## config.mk

```make
export PLATFORM = sky130hd
export DESIGN_NAME = instr_fetch
export DESIGN_NICKNAME = d
export VERILOG_FILES = /design/src/rtl/instr_fetch_pkg.sv /design/src/rtl/instr_fetch_next_pc_sel.sv /design/src/rtl/instr_fetch.sv
export SDC_FILE = /design/constraint.sdc
export NUM_CORES = 1
export LEC_CHECK = 0
export CAP_MARGIN = 20
export CORE_UTILIZATION = 35
export DETAILED_ROUTE_END_ITERATION = 7
export DONT_BUFFER_PORTS = 1
export SYNTH_ARGS = -nofsm -noshare
export SYNTH_HDL_FRONTEND = slang
export SYNTH_SLANG_ARGS = --single-unit
```

## constraint.sdc

```tcl
create_clock -name clk -period 4.57 [get_ports clk]
set_input_delay 0.914 -clock clk [delete_from_list [all_inputs] [get_ports clk]]
set_output_delay 0.914 -clock clk [all_outputs]
set_load 0.05 [all_outputs]
```

## src/rtl/instr_fetch_pkg.sv

```systemverilog
// Shared CPU definitions for the fetch stage.
// Holds the FSM encoding, reset/timeout defaults and PC arithmetic helpers.
package instr_fetch_pkg;

  typedef enum logic [1:0] {
    ST_IDLE  = 2'd0,
    ST_FETCH = 2'd1,
    ST_HOLD  = 2'd2,
    ST_ERROR = 2'd3
  } fetch_state_e;

  localparam logic [31:0] RESET_PC_DEFAULT = 32'h0000_0000;
  localparam int unsigned TIMEOUT_DEFAULT  = 16;
  localparam int unsigned TMO_CNT_W        = 5;

  // Word offset of a branch immediate, already scaled to bytes.
  function automatic logic [31:0] branch_offset(input logic [15:0] imm);
    return {{14{imm[15]}}, imm, 2'b00};
  endfunction

  function automatic logic [31:0] jump_target(input logic [3:0] region, input logic [25:0] idx);
    return {region, idx, 2'b00};
  endfunction

endpackage

```

## src/rtl/instr_fetch_next_pc_sel.sv

```systemverilog
// Combinational next-PC selection: jump, taken branch or sequential.
module next_pc_sel
  import instr_fetch_pkg::*;
(
  input  logic [31:0] pc_plus4_i,
  input  logic [25:0] instr_i,
  input  logic        branch_i,
  input  logic        mux_pc_branch_i,
  input  logic        mux_branch_jump_i,
  input  logic        alu_zero_i,
  output logic [31:0] next_pc_o
);

  // Jump outranks branch; a branch needs all three qualifiers.
  always_comb begin
    next_pc_o = pc_plus4_i;
    if (!mux_branch_jump_i) begin
      next_pc_o = jump_target(pc_plus4_i[31:28], instr_i);
    end else if (branch_i && mux_pc_branch_i && alu_zero_i) begin
      next_pc_o = pc_plus4_i + branch_offset(instr_i[15:0]);
    end else begin
      next_pc_o = pc_plus4_i;
    end
  end

endmodule

```

## src/rtl/instr_fetch.sv

```systemverilog
// Instruction fetch stage: requests a word at pc, holds it for decode,
// and steps pc once the datapath signals advance. Stalled fetches latch an error.
module instr_fetch
  import instr_fetch_pkg::*;
#(
  parameter logic [31:0] RESET_PC = RESET_PC_DEFAULT,
  parameter int unsigned TIMEOUT  = TIMEOUT_DEFAULT
) (
  input  logic        clk,
  input  logic        nrst,
  output logic        imem_req,
  output logic [31:0] imem_addr,
  input  logic        imem_ack,
  input  logic [31:0] imem_rdata,
  output logic [31:0] instr,
  output logic        instr_valid,
  input  logic        advance,
  input  logic        branch,
  input  logic        mux_pc_branch,
  input  logic        mux_branch_jump,
  input  logic        alu_zero,
  output logic [31:0] pc,
  output logic [31:0] pc_plus4,
  output logic        fetch_err
);

  localparam logic [TMO_CNT_W-1:0] TMO_LAST = TMO_CNT_W'(TIMEOUT - 1);

  fetch_state_e         state_q, state_d;
  logic [31:0]          pc_q, pc_d;
  logic [31:0]          instr_q, instr_d;
  logic                 valid_q, valid_d;
  logic                 err_q, err_d;
  logic                 req_q, req_d;
  logic [TMO_CNT_W-1:0] cnt_q, cnt_d;
  logic [31:0]          pc_plus4_s;
  logic [31:0]          next_pc_s;

  assign pc_plus4_s = pc_q + 32'd4;

  next_pc_sel u_next_pc_sel (
    .pc_plus4_i        (pc_plus4_s),
    .instr_i           (instr_q[25:0]),
    .branch_i          (branch),
    .mux_pc_branch_i   (mux_pc_branch),
    .mux_branch_jump_i (mux_branch_jump),
    .alu_zero_i        (alu_zero),
    .next_pc_o         (next_pc_s)
  );

  // Next-state and datapath-register update for the fetch FSM.
  always_comb begin
    state_d = state_q;
    pc_d    = pc_q;
    instr_d = instr_q;
    valid_d = valid_q;
    err_d   = err_q;
    cnt_d   = cnt_q;
    case (state_q)
      ST_IDLE: begin
        state_d = ST_FETCH;
      end
      ST_FETCH: begin
        if (imem_ack) begin
          instr_d = imem_rdata;
          valid_d = 1'b1;
          cnt_d   = {TMO_CNT_W{1'b0}};
          state_d = ST_HOLD;
        end else if (cnt_q == TMO_LAST) begin
          err_d   = 1'b1;
          state_d = ST_ERROR;
        end else begin
          cnt_d   = cnt_q + {{(TMO_CNT_W-1){1'b0}}, 1'b1};
        end
      end
      ST_HOLD: begin
        if (advance) begin
          pc_d    = {next_pc_s[31:2], 2'b00};
          valid_d = 1'b0;
          state_d = ST_FETCH;
        end else begin
          state_d = ST_HOLD;
        end
      end
      ST_ERROR: begin
        valid_d = 1'b0;
        state_d = ST_ERROR;
      end
      default: begin
        state_d = ST_IDLE;
      end
    endcase
    // Request is registered so it is high exactly while the FSM sits in FETCH.
    req_d = (state_d == ST_FETCH);
  end

  // State and output registers; reset wins over a same-cycle ack.
  always_ff @(posedge clk) begin
    if (!nrst) begin
      state_q <= ST_IDLE;
      pc_q    <= {RESET_PC[31:2], 2'b00};
      instr_q <= 32'h0000_0000;
      valid_q <= 1'b0;
      err_q   <= 1'b0;
      req_q   <= 1'b0;
      cnt_q   <= {TMO_CNT_W{1'b0}};
    end else begin
      state_q <= state_d;
      pc_q    <= pc_d;
      instr_q <= instr_d;
      valid_q <= valid_d;
      err_q   <= err_d;
      req_q   <= req_d;
      cnt_q   <= cnt_d;
    end
  end

  assign imem_req    = req_q;
  assign imem_addr   = pc_q;
  assign pc          = pc_q;
  assign pc_plus4    = pc_plus4_s;
  assign instr       = instr_q;
  assign instr_valid = valid_q;
  assign fetch_err   = err_q;

endmodule

```

Word level (Yosys, flattened, before mapping)

Index checks and enable logic that the tools add are counted.

RAM bits: 0
Word-level logic and storage cells: 39
Bits in latches: 0
Memories kept: 0
Output and inout port bits: 131
Register bits: 72
Input port bits: 40
Bits in read-only memories: 0

Shifts and indexed selects: 0
Bitwise logic cells: 1
Reduce and logical (&&, ||, !) cells: 9
Eq/ne operators: 8
Muxes and demuxes: 11
$add $sub $neg: 3
Order comparisons: 0
Div/mod/pow operators: 0
Multipliers: 0

Operators by type and width:

| cell                                          | number |
|---|---|
| two-way mux 32 bit                            | 2 |
| adder 32 x 3 -> 32 bit, second input constant | 1 |
| adder 32 bit                                  | 1 |
| two-way mux 5 bit                             | 2 |
| one-hot mux 2 bit (4 select lines)            | 1 |
| two-way mux 2 bit                             | 3 |
| inequality test 2 bit, second input constant  | 3 |
| AND reduction 2 bit                           | 3 |
| AND reduction 3 bit                           | 2 |
| adder 5 x 1 -> 5 bit, second input constant   | 1 |
| == test 5 x 4 -> 1 bit, second input constant | 1 |
| == test 2 x 1 -> 1 bit, second input constant | 2 |
| == test 2 bit, second input constant          | 2 |
| one-hot mux 1 bit (3 select lines)            | 1 |
| nonzero test 3 bit                            | 1 |
| logical AND 1 bit                             | 2 |
| zero test 2 bit                               | 1 |
| two-way mux 1 bit                             | 2 |
| NOT 1 bit                                     | 1 |

Logic depth before layout (Yosys ltp)

Gate-level depths: netlist (run 1).

Depth in word-level cells: 5
Mapped depth: 17
Depth with buffers taken out: 17

Hierarchy

A second synthesis (run 1) with hierarchy kept.

Cells, all modules: 777
Area total of the unflattened synthesis: 5763.0 um^2

By module, submodules not included:

| module      | times used | area each (um^2) | cells an instance | sequential area each (um^2) |
|---|---|---|---|---|
| instr_fetch | 1          | 3560.9           | 440               | 1441.4 |
| next_pc_sel | 1          | 2202.1           | 337               | 0.0 |

Worst setup path after synthesis (run 1)

OpenSTA, ideal clock, no wires.

Kind: register -> register
From: register pc_q[2] (netlist: imem_addr[2])
To: register pc_q[31] (netlist: imem_addr[31])
Path buffers: 0
Library setup time: 70 ps
Slack: -193 ps
Data required time: 4500 ps
Stages on the path, launching flop included: 15
Clock period less this slack: 4763 ps
Arrival: 4693 ps
Path through: dfxtp_1 > ha_1 > and4_1 > nand2_1 > xnor2_1 > ha_1 > a211oi_1 > nor2_1 > o41ai_2 > a31oi_2 > a221oi_2 > o21bai_1 > mux2i_1 > or4_1 > a21boi_1

Cells in the longest elaborated chain, start to end: 4

RTL lines:

| what                   | line                          | text |
|---|---|---|
| from (decl)            | instr_fetch.sv:30             | `logic [31:0] pc_q, pc_d;` |
| from (signal assigned) | instr_fetch.sv:101            | `pc_q <= {RESET_PC[31:2], 2'b00};` |
| from (signal assigned) | instr_fetch.sv:109            | `pc_q <= pc_d;` |
| adder 32 x 3 -> 32 bit | instr_fetch.sv:39             | `assign pc_plus4_s = pc_q + 32'd4;` |
| named net pc_plus4[8]  | instr_fetch.sv:23             | `output logic [31:0] pc_plus4,` |
| adder 32 bit           | instr_fetch_next_pc_sel.sv:20 | `next_pc_o = pc_plus4_i + branch_offset(instr_i[15:0]);` |
| two-way mux 32 bit     | instr_fetch_next_pc_sel.sv:19 | `end else if (branch_i && mux_pc_branch_i && alu_zero_i) begin` |
| two-way mux 32 bit     | instr_fetch_next_pc_sel.sv:17 | `if (!mux_branch_jump_i) begin` |

The timed path passes the listed nets, and every way through them passes these cells.
A chain may end at the register's enable or synchronous reset.

Worst setup path after layout (run 1)

From: register pc_q[2] (netlist: imem_addr[2])
To: register pc_q[31] (netlist: imem_addr[31])

Cells in the longest elaborated chain, start to end: 4

RTL lines:

| what                       | line |
|---|---|
| adder 32 x 3 -> 32 bit (*) | instr_fetch.sv:39 |
| adder 32 bit               | instr_fetch_next_pc_sel.sv:20 |
| two-way mux 32 bit         | instr_fetch_next_pc_sel.sv:19 |
| two-way mux 32 bit (*)     | instr_fetch_next_pc_sel.sv:17 |

Every way passes the cells marked *; elsewhere a longest branch is shown, timed or not.

==> impl_metrics.sql, run 1 <==
INSERT INTO impl_metrics (metric_group, metric, value, unit) VALUES
('setup_path', 'timing.critical_path.required', '4840', 'ps'),
('cells_and_area', 'final_cell_count_no_fill', '988', ''),
('cells_and_area', 'n_fill_cell', '1641', ''),
('synthesis', 'asyncSetResetFlopFracSynth', '0', ''),
('placement', 'dp.final_hpwl', '13400', 'um'),
('grt', 'grt_pass1_wl', '28700', 'um'),
('cts', 'cts_max_path_buffers', '2', ''),
('run', 'maxCapViolations', '0', ''),
('cts', 'cts_tree', 'done', ''),
('synthesis', 'post_synth_inst_count', '748', ''),
('grt', 'via_count_of_the_first_global_routing_pass', '5263', ''),
('grt', 'grt_antenna_before_repair', '0', ''),
('power_and_ir_drop', 'power.internal', '0.00115', 'W'),
('setup_path', 'timing.rr.start', 'imem_addr[2]', ''),
('drt', 'route.met2.wl', '8380', 'um'),
('sta', 'unrepaired_setup_endpoints_after_global_routing', 'false', ''),
('power_and_ir_drop', 'netSwitchingFraction', '0.305', ''),
('grt', 'grt.overflow.total', '0', ''),
('cells_and_area', 'final_layout_size_suffix_gt1_frac', '0.153', ''),
('synthesis', 'count_of_flip_flops_with_a_built_in_enable_after_synthesis', '0', ''),
('drt', 'dr.first_iter.drc_count', '383', ''),
('min_path', 'timing.hold.worst.start', 'cnt_q[3]', ''),
('power_and_ir_drop', 'ir_drop', '0.184', 'mV'),
('power_and_ir_drop', 'power.share.combinational', '0.134', ''),
('grt', 'grt.total_usage', '0.221', ''),
('drt', 'wire_per_inst', '18.4', 'um'),
('setup_path', 'worst-r2r-setup-slack', '360', 'ps'),
('setup_path', 'timing_worst_setup_path_type', 'reg -> reg', ''),
('placement', 'gp_routability_congestion', '0.898', ''),
('synthesis', 'synthesis.area_per_instance', '7.63', 'um2'),
('cells_and_area', 'layout-area-overhead-vs-synth', '14.5', '%'),
('synthesis', 'synth_seq_area_share', '0.253', ''),
('floorplanning', 'start_util', '0.359', ''),
('drt', 'first_pass_iters', '5', ''),
('status', 'status', 'finished, final reports clean', ''),
('synthesis', 'post_synth_instance_area', '5700', 'um2'),
('synthesis', 'synth-seq-cells', '72', ''),
('cts', 'ctsHtreeMaxLevel', '3', ''),
('placement', 'place_area', '6230', 'um2'),
('setup_path', 'worst_reg_to_reg_path_cell_count', '17', ''),
('drt', 'drt.antenna.violating_nets', '0', ''),
('drt', 'routed-wl-met3', '1700', 'um'),
('sta', 'worst_hold_slack', '488', 'ps'),
('floorplanning', 'die_area', '16800', 'um2'),
('cts', 'post-cts-setup-buffers', '0', ''),
('power_and_ir_drop', 'netSwitchingPower', '0.000505', 'W'),
('synthesis', 'post_synthesis_cell_type_count', '69', ''),
('placement', 'io_buffer_count', '0', ''),
('grt', 'grt_start_max_net_pins', '75', ''),
('sta', 'final_setup_viols', '0', ''),
('floorplanning', 'fp.dieW', '130', 'um'),
('power_and_ir_drop', 'p_total', '0.00166', 'W'),
('drt', 'total_detailed_routing_wirelength', '18100', 'um'),
('power_and_ir_drop', 'pwr-share-clk', '0.437', ''),
('floorplanning', 'die_y', '130', 'um'),
('sta', 'fin_tns_setup', '0', 'ps'),
('setup_path', 'path_cells', 'ha_1 -> and4_1 -> nand4_1 -> nor2_1 -> and3_1 -> xnor2_1 -> inv_1 -> ha_1 -> a21o_1 -> a21o_1 -> a21oi_1 -> a21boi_0 -> and2_0 -> mux4_1 -> a21oi_1 -> or4_1 -> a21boi_1', ''),
('cts', 'clkSinkCount', '72', ''),
('sta', 'clock-skew-final', '8.83', 'ps'),
('drt', 'viasPerCell', '5.52', ''),
('setup_path', 'cpPeakStageDelay', '480', 'ps'),
('min_path', 'worst_hold_path.num_cells', '2', ''),
('power_and_ir_drop', 'p_per_area', '254', 'nW/um2'),
('power_and_ir_drop', 'leakagePower', '2.83', 'nW'),
('drt', 'highest-signal-layer', 'met4', ''),
('cts', 'clkSlewWorstSetupHoldPaths', '60', 'ps'),
('drt', 'num_vias', '5453', ''),
('setup_path', 'cp_data_arrival_time', '4490', 'ps'),
('setup_path', 'reg2reg_to', 'imem_addr[31]', ''),
('sta', 'final-hold-violation-count', '0', ''),
('setup_path', 'critical_path_peak_fanout', '7', '');
per-stage QoR:
| stage | setup WS [ps] | util |
|---|---|---|
| after floorplan | 56.5 | - |
| after global placement | 581 | 0.392 |
| after detailed placement | 420 | 0.392 |
| after CTS | 406 | 0.411 |
| after global routing | 3.76 | 0.411 |
| final | 357 | 0.411 |
critical path, delay by kind of cell, from the launching register on:
| kind | cells | cell delay, ps |
|---|---|---|
| buffers and inverters | 1 | 90 |
| adders and majority gates | 2 | 560 |
| and+or+nand+nor | 6 | 1720 |
| xor gates and xnor gates | 1 | 140 |
| DFF | 1 | 320 |
| muxes | 1 | 220 |
| AOI/OAI and AO/OA | 6 | 1090 |
metal layers:
layer | GRT usage | vias to the layer above
li1 | - | 2664
met1 | 0.268 | 2542
met5 | 0 | -
met3 | 0.0731 | 28
met4 | 0.0561 | 0
met2 | 0.376 | 219
synthesized netlist by cell type (3+ instances only):
library cell / count / area [um2]
sky130_fd_sc_hd__o21a_1: 5 / 37.5
sky130_fd_sc_hd__a211oi_1: 7 / 52.6
sky130_fd_sc_hd__clkbuf_1: 31 / 116
sky130_fd_sc_hd__o211ai_1: 20 / 150
sky130_fd_sc_hd__nand2b_1: 4 / 25.0
sky130_fd_sc_hd__nand2_1: 130 / 488
sky130_fd_sc_hd__o22ai_1: 4 / 25.0
sky130_fd_sc_hd__nor3_1: 8 / 40.0
sky130_fd_sc_hd__xor2_1: 22 / 193
sky130_fd_sc_hd__and4_1: 7 / 61.3
sky130_fd_sc_hd__a21o_1: 14 / 105
sky130_fd_sc_hd__o21bai_1: 3 / 22.5
sky130_fd_sc_hd__nand3_1: 26 / 130
sky130_fd_sc_hd__nand3b_1: 3 / 22.5
sky130_fd_sc_hd__and3_1: 13 / 81.3
sky130_fd_sc_hd__dfxtp_1: 72 / 1440
sky130_fd_sc_hd__o211a_1: 3 / 30.0
sky130_fd_sc_hd__and2_1: 7 / 43.8
sky130_fd_sc_hd__nand4_1: 10 / 62.6
sky130_fd_sc_hd__nor2b_1: 12 / 75.1
sky130_fd_sc_hd__buf_2: 3 / 15.0
sky130_fd_sc_hd__buf_4: 37 / 278
sky130_fd_sc_hd__o21ai_0: 38 / 190
sky130_fd_sc_hd__xnor2_1: 28 / 245
sky130_fd_sc_hd__a21boi_0: 43 / 323
sky130_fd_sc_hd__o221ai_1: 4 / 35.0
sky130_fd_sc_hd__a21oi_1: 39 / 195
sky130_fd_sc_hd__ha_1: 38 / 475
sky130_fd_sc_hd__a31oi_1: 9 / 56.3
sky130_fd_sc_hd__nor2_1: 48 / 180
sky130_fd_sc_hd__inv_1: 10 / 37.5
logic make-up after synthesis:
| logic type | synth area share |
|---|---|
| other cells | 0.000657 |
| flops | 0.253 |
| simple gates | 0.238 |
| compound gates | 0.257 |
| mux | 0.00812 |
| fa+ha+maj | 0.0869 |
| buf+inv | 0.0796 |
| xor+xnor | 0.0768 |
power by group through the flow:
stage	sequential [W]	clock [W]	combinational (W)
2_1_floorplan	0.000744	0	0.000161
3_3_place_gp	0.000725	0	0.000220
3_5_place_dp	0.000725	0	0.000222
4_1_cts	0.000711	0.000733	0.000222
5_1_grt	0.000714	0.000761	0.000242
6_report	0.000711	0.000725	0.000222
placed cells by master (no fill, tap or decap), types with 5 or more instances in the layout:
cell	synthesis	layout
sky130_fd_sc_hd__xnor2_1	28	22
sky130_fd_sc_hd__nor3_1	8	8
sky130_fd_sc_hd__a21o_1	14	14
sky130_fd_sc_hd__xor2_1	22	17
sky130_fd_sc_hd__and2_1	7	7
sky130_fd_sc_hd__and3_1	13	13
sky130_fd_sc_hd__a21oi_1	39	39
sky130_fd_sc_hd__nor2b_1	12	12
sky130_fd_sc_hd__conb_1	1	6
sky130_fd_sc_hd__xnor2_2	0	6
sky130_fd_sc_hd__and4_1	7	7
sky130_fd_sc_hd__ha_1	38	38
sky130_fd_sc_hd__nand3_1	26	26
sky130_fd_sc_hd__dfxtp_1	72	70
sky130_fd_sc_hd__a31oi_1	9	9
sky130_fd_sc_hd__clkbuf_16	0	9
sky130_fd_sc_hd__a21boi_0	43	43
sky130_fd_sc_hd__nand2_1	130	130
sky130_fd_sc_hd__buf_4	37	75
sky130_fd_sc_hd__inv_1	10	10
sky130_fd_sc_hd__nor2_1	48	48
sky130_fd_sc_hd__o21a_1	5	5
sky130_fd_sc_hd__a211oi_1	7	7
sky130_fd_sc_hd__nand4_1	10	10
sky130_fd_sc_hd__o211ai_1	20	20
sky130_fd_sc_hd__o21ai_0	38	38
sky130_fd_sc_hd__xor2_2	0	5
final cells by class:
cell class,instances,area (um2),share of cell area
sequential,72,1440,0.221
timing repair buffer,75,563,0.0862
multi-input combinational,598,3920,0.599
inverter,11,41.3,0.00632
tap,216,270,0.0414
clock buffer,11,243,0.0372
clock inverter,5,56.3,0.00862
flip-flops by register name, summed over array words and instances, names as in the netlist:
register	count
instr	32
instr_valid	1
state_q	2
cnt_q	5
imem_req	1
fetch_err	1
imem_addr	30
how the worst max path moves through the flow:
stage	start	endpoint	slack, ps	depth (start not counted)
floorplan	imem_addr[4]	imem_addr[31]	60	15
global placement	imem_addr[2]	imem_addr[31]	580	16
detailed placement	imem_addr[2]	imem_addr[31]	420	17
CTS	imem_addr[2]	imem_addr[31]	410	17
global route	imem_addr[3]	imem_addr[31]	4	17
finish	imem_addr[2]	imem_addr[31]	360	17
No activity file was read; power rests on OpenSTA's default activity.
==> inputs of run 2 (changes only) <==
- clock period: 4.57 -> 5 ns (I/O delays scaled with it)
==> run 2 against run 1 <==
Largest power group unchanged. Clock skew shrank 1.2 ps. Critical path depth stayed put. Routed wire length is 1.7% lower. Sequential power shrank 7.2%. Die area unchanged. First-iteration DRC count down 9.1%. Non-clock buffer count down 10. Combinational power is 16% lower. Core utilization is 0.91 points lower. Via count is 2.6% lower. Setup slack improved by 220 ps.
==> impl_metrics.sql, run 2 (synthesized netlist as in run 1, its figures left out) <==
INSERT INTO impl_metrics (metric_group, metric, value, unit) VALUES
('min_path', 'timing.hold.worst_endpoint', 'cnt_q[3]', ''),
('cells_and_area', 'final_layout_size_suffix_gt1_frac', '0.125', ''),
('setup_path', 'setup.worst_path.end_class', 'flop', ''),
('status', 'status', 'finished, final reports clean', ''),
('power_and_ir_drop', 'p_per_area', '241', 'nW/um2'),
('run', 'maxCapViolations', '0', ''),
('sta', 'final-hold-violation-count', '0', ''),
('setup_path', 'critPathLaunch', 'imem_addr[2]', ''),
('power_and_ir_drop', 'p_total', '0.00154', 'W'),
('cts', 'tritoncts.num_buffers', '9', ''),
('power_and_ir_drop', 'leakagePower', '2.73', 'nW'),
('sta', 'max_clock_freq', '226', 'MHz'),
('cts', 'post-cts-setup-buffers', '0', ''),
('placement', 'dp.final_hpwl', '13100', 'um'),
('drt', 'first_pass_iters', '5', ''),
('setup_path', 'reg2reg_to', 'imem_addr[31]', ''),
('placement', 'io_buffer_count', '0', ''),
('cells_and_area', 'antenna_cells_inserted', '0', ''),
('cts', 'clkSlewWorstSetupHoldPaths', '60', 'ps'),
('floorplanning', 'die_y', '130', 'um'),
('power_and_ir_drop', 'pwr-share-clk', '0.451', ''),
('drt', 'total_detailed_routing_wirelength', '17800', 'um'),
('sta', 'clock-skew-final', '7.65', 'ps'),
('cells_and_area', 'most-common-layout-cells', '130 x sky130_fd_sc_hd__nand2_1, 72 x sky130_fd_sc_hd__dfxtp_1, 64 x sky130_fd_sc_hd__buf_4, 48 x sky130_fd_sc_hd__nor2_1, 43 x sky130_fd_sc_hd__a21boi_0', ''),
('drt', 'number_of_drc_violations_after_detailed_routing', '0', ''),
('cts', 'cts_hold_buf', '0', ''),
('grt', 'grt.overflow.total', '0', ''),
('cts', 'clock_latency', '350', 'ps'),
('grt', 'via_count_of_the_first_global_routing_pass', '5097', ''),
('grt', 'grt_antenna_before_repair', '0', ''),
('sta', 'final_setup_viols', '0', ''),
('cts', 'clock-root-buffer', 'sky130_fd_sc_hd__clkbuf_16', ''),
('sta', 'timing.final.crit_share', '0.884', ''),
('setup_path', 'cp_max_delay_cell', 'sky130_fd_sc_hd__or4_1', ''),
('power_and_ir_drop', 'netSwitchingFraction', '0.299', ''),
('cts', 'clkSinkCount', '72', ''),
('floorplanning', 'pin_count', '171', ''),
('min_path', 'timing.hold.worst.start', 'cnt_q[3]', ''),
('setup_path', 'cpPeakStageDelay', '490', 'ps'),
('drt', 'drt.antenna.violating_nets', '0', ''),
('placement', 'gp_routability_congestion', '0.916', ''),
('setup_path', 'worst-r2r-setup-slack', '580', 'ps'),
('setup_path', 'worst_reg_to_reg_path_cell_count', '17', ''),
('drt', 'dr.first_iter.drc_count', '348', ''),
('grt', 'grt.total_usage', '0.217', ''),
('power_and_ir_drop', 'ir_drop', '0.211', 'mV'),
('setup_path', 'crit_buf_inv', '1', ''),
('floorplanning', 'start_util', '0.359', ''),
('setup_path', 'path_delay_family', 'simple AND/OR/NAND/NOR gates', ''),
('min_path', 'worst_hold_path.num_cells', '2', ''),
('floorplanning', 'die_area', '16800', 'um2'),
('setup_path', 'cp_data_arrival_time', '4700', 'ps'),
('setup_path', 'critical_path_peak_fanout', '7', ''),
('grt', 'grt_pass1_wl', '27700', 'um'),
('power_and_ir_drop', 'power.share.combinational', '0.120', ''),
('cts', 'cts_max_path_buffers', '2', ''),
('setup_path', 'timing_worst_setup_path_type', 'reg -> reg', ''),
('setup_path', 'path_cells', 'ha_1 -> and4_1 -> nand4_1 -> nor2_1 -> and3_1 -> xnor2_1 -> inv_1 -> ha_1 -> a21o_1 -> a21o_1 -> a21oi_1 -> a21boi_0 -> and2_0 -> mux4_1 -> a21oi_1 -> or4_1 -> a21boi_1', ''),
('grt', 'grt_start_max_net_pins', '75', ''),
('floorplanning', 'core', '15900', 'um2'),
('power_and_ir_drop', 'netSwitchingPower', '0.000461', 'W'),
('sta', 'relSlewSlack', '0.270', ''),
('sta', 'final-max-slew-violation-count', '0', ''),
('min_path', 'worst_hold_path_type', 'reg -> reg', ''),
('sta', 'fin_tns_setup', '0', 'ps'),
('power_and_ir_drop', 'power.internal', '0.00108', 'W'),
('cts', 'cts_tree', 'done', ''),
('setup_path', 'cp-start-kind', 'flop', ''),
('cells_and_area', 'final_common_cell', 'sky130_fd_sc_hd__nand2_1', ''),
('floorplanning', 'fp.dieW', '130', 'um'),
('cts', 'cts_resized', '0', ''),
('setup_path', 'timing.rr.start', 'imem_addr[2]', ''),
('cts', 'ctsHtreeMaxLevel', '3', ''),
('sta', 'unrepaired_setup_endpoints_after_global_routing', 'false', ''),
('sta', 'max_slew.worst_pin.slew', '1090', 'ps'),
('cells_and_area', 'count_of_nets_after_finishing', '836', ''),
('drt', 'wire_per_inst', '18.3', 'um'),
('drt', 'num_vias', '5310', ''),
('cells_and_area', 'largest_register_ff_count', '32', ''),
('drt', 'viasPerCell', '5.44', ''),
('floorplanning', 'std_cell_rows', '46', ''),
('setup_path', 'timing.critical_path.required', '5280', 'ps'),
('sta', 'timing.final.crit_period', '4420', 'ps'),
('power_and_ir_drop', 'share_seq_of_total_power', '0.428', ''),
('cells_and_area', 'layout-area-overhead-vs-synth', '12.0', '%');
run 2: cell count changes in the layout (fill, tap and decap cells not counted), sizes merged:
cell and change:
buf -10, bufinv +1, clkbuf -2, clkinv -1
clkinvlp +1
run 2: worst max path at each step:
stage	slack, ps	cells after the start	to
2_1_floorplan	240	14	imem_addr[31]
3_3_place_gp	730	16	imem_addr[31]
3_5_place_dp	650	16	imem_addr[31]
4_1_cts	620	17	imem_addr[31]
5_1_grt	180	17	imem_addr[31]
6_report	580	17	imem_addr[31]
run 2: cell type report:
type                       count  area [um2]
fill                        1680        9500
multi-input combinational    598        3830
sequential                    72        1440
timing repair buffer          65         492
tap                          216         270
clock buffer                   9         225
clock inverter                 6        85.1
inverter                      11        41.3
run 2: routing by layer:
metal / routed length (um) / up-vias / global-route usage
met2: 8370 / 223 / 0.373
met4: 172 / 0 / 0.0445
met5: 0 / - / 0
met3: 1610 / 14 / 0.0747
li1: - / 2650 / -
met1: 7690 / 2423 / 0.262
run 2: worst register-to-register path: cells and delay by family, from the launching register on:
kind                     cells  cell delay [ps]
multiplexers                 1              230
XOR/XNOR                     1              150
buffers and inverters        1              110
adder cells (fa/ha/maj)      2              560
flip-flops                   1              340
AND/OR/NAND/NOR              6             1900
AO/OA/AOI/OAI                6             1070
run 2: metrics by stage:
stage | area (um2) | setup WS [ps] | util | hold WS [ps] | std cells
after floorplan | 5720 | 237 | - | 450 | 753
after global placement | 6080 | 727 | 0.383 | 470 | 962
after detailed placement | 6080 | 653 | 0.383 | 478 | 962
after CTS | 6390 | 617 | 0.402 | 484 | 977
after global routing | 6390 | 177 | 0.402 | 494 | 977
final | 6390 | 580 | 0.402 | 485 | 977
run 2: power groups by stage:
stage / Sequential [W] / Clock [W] / Combinational [W]
floorplan: 0.000680 / 0 / 0.000146
global placement: 0.000673 / 0 / 0.000185
detailed placement: 0.000674 / 0 / 0.000185
CTS: 0.000661 / 0.000710 / 0.000186
global route: 0.000663 / 0.000740 / 0.000203
finish: 0.000660 / 0.000696 / 0.000186
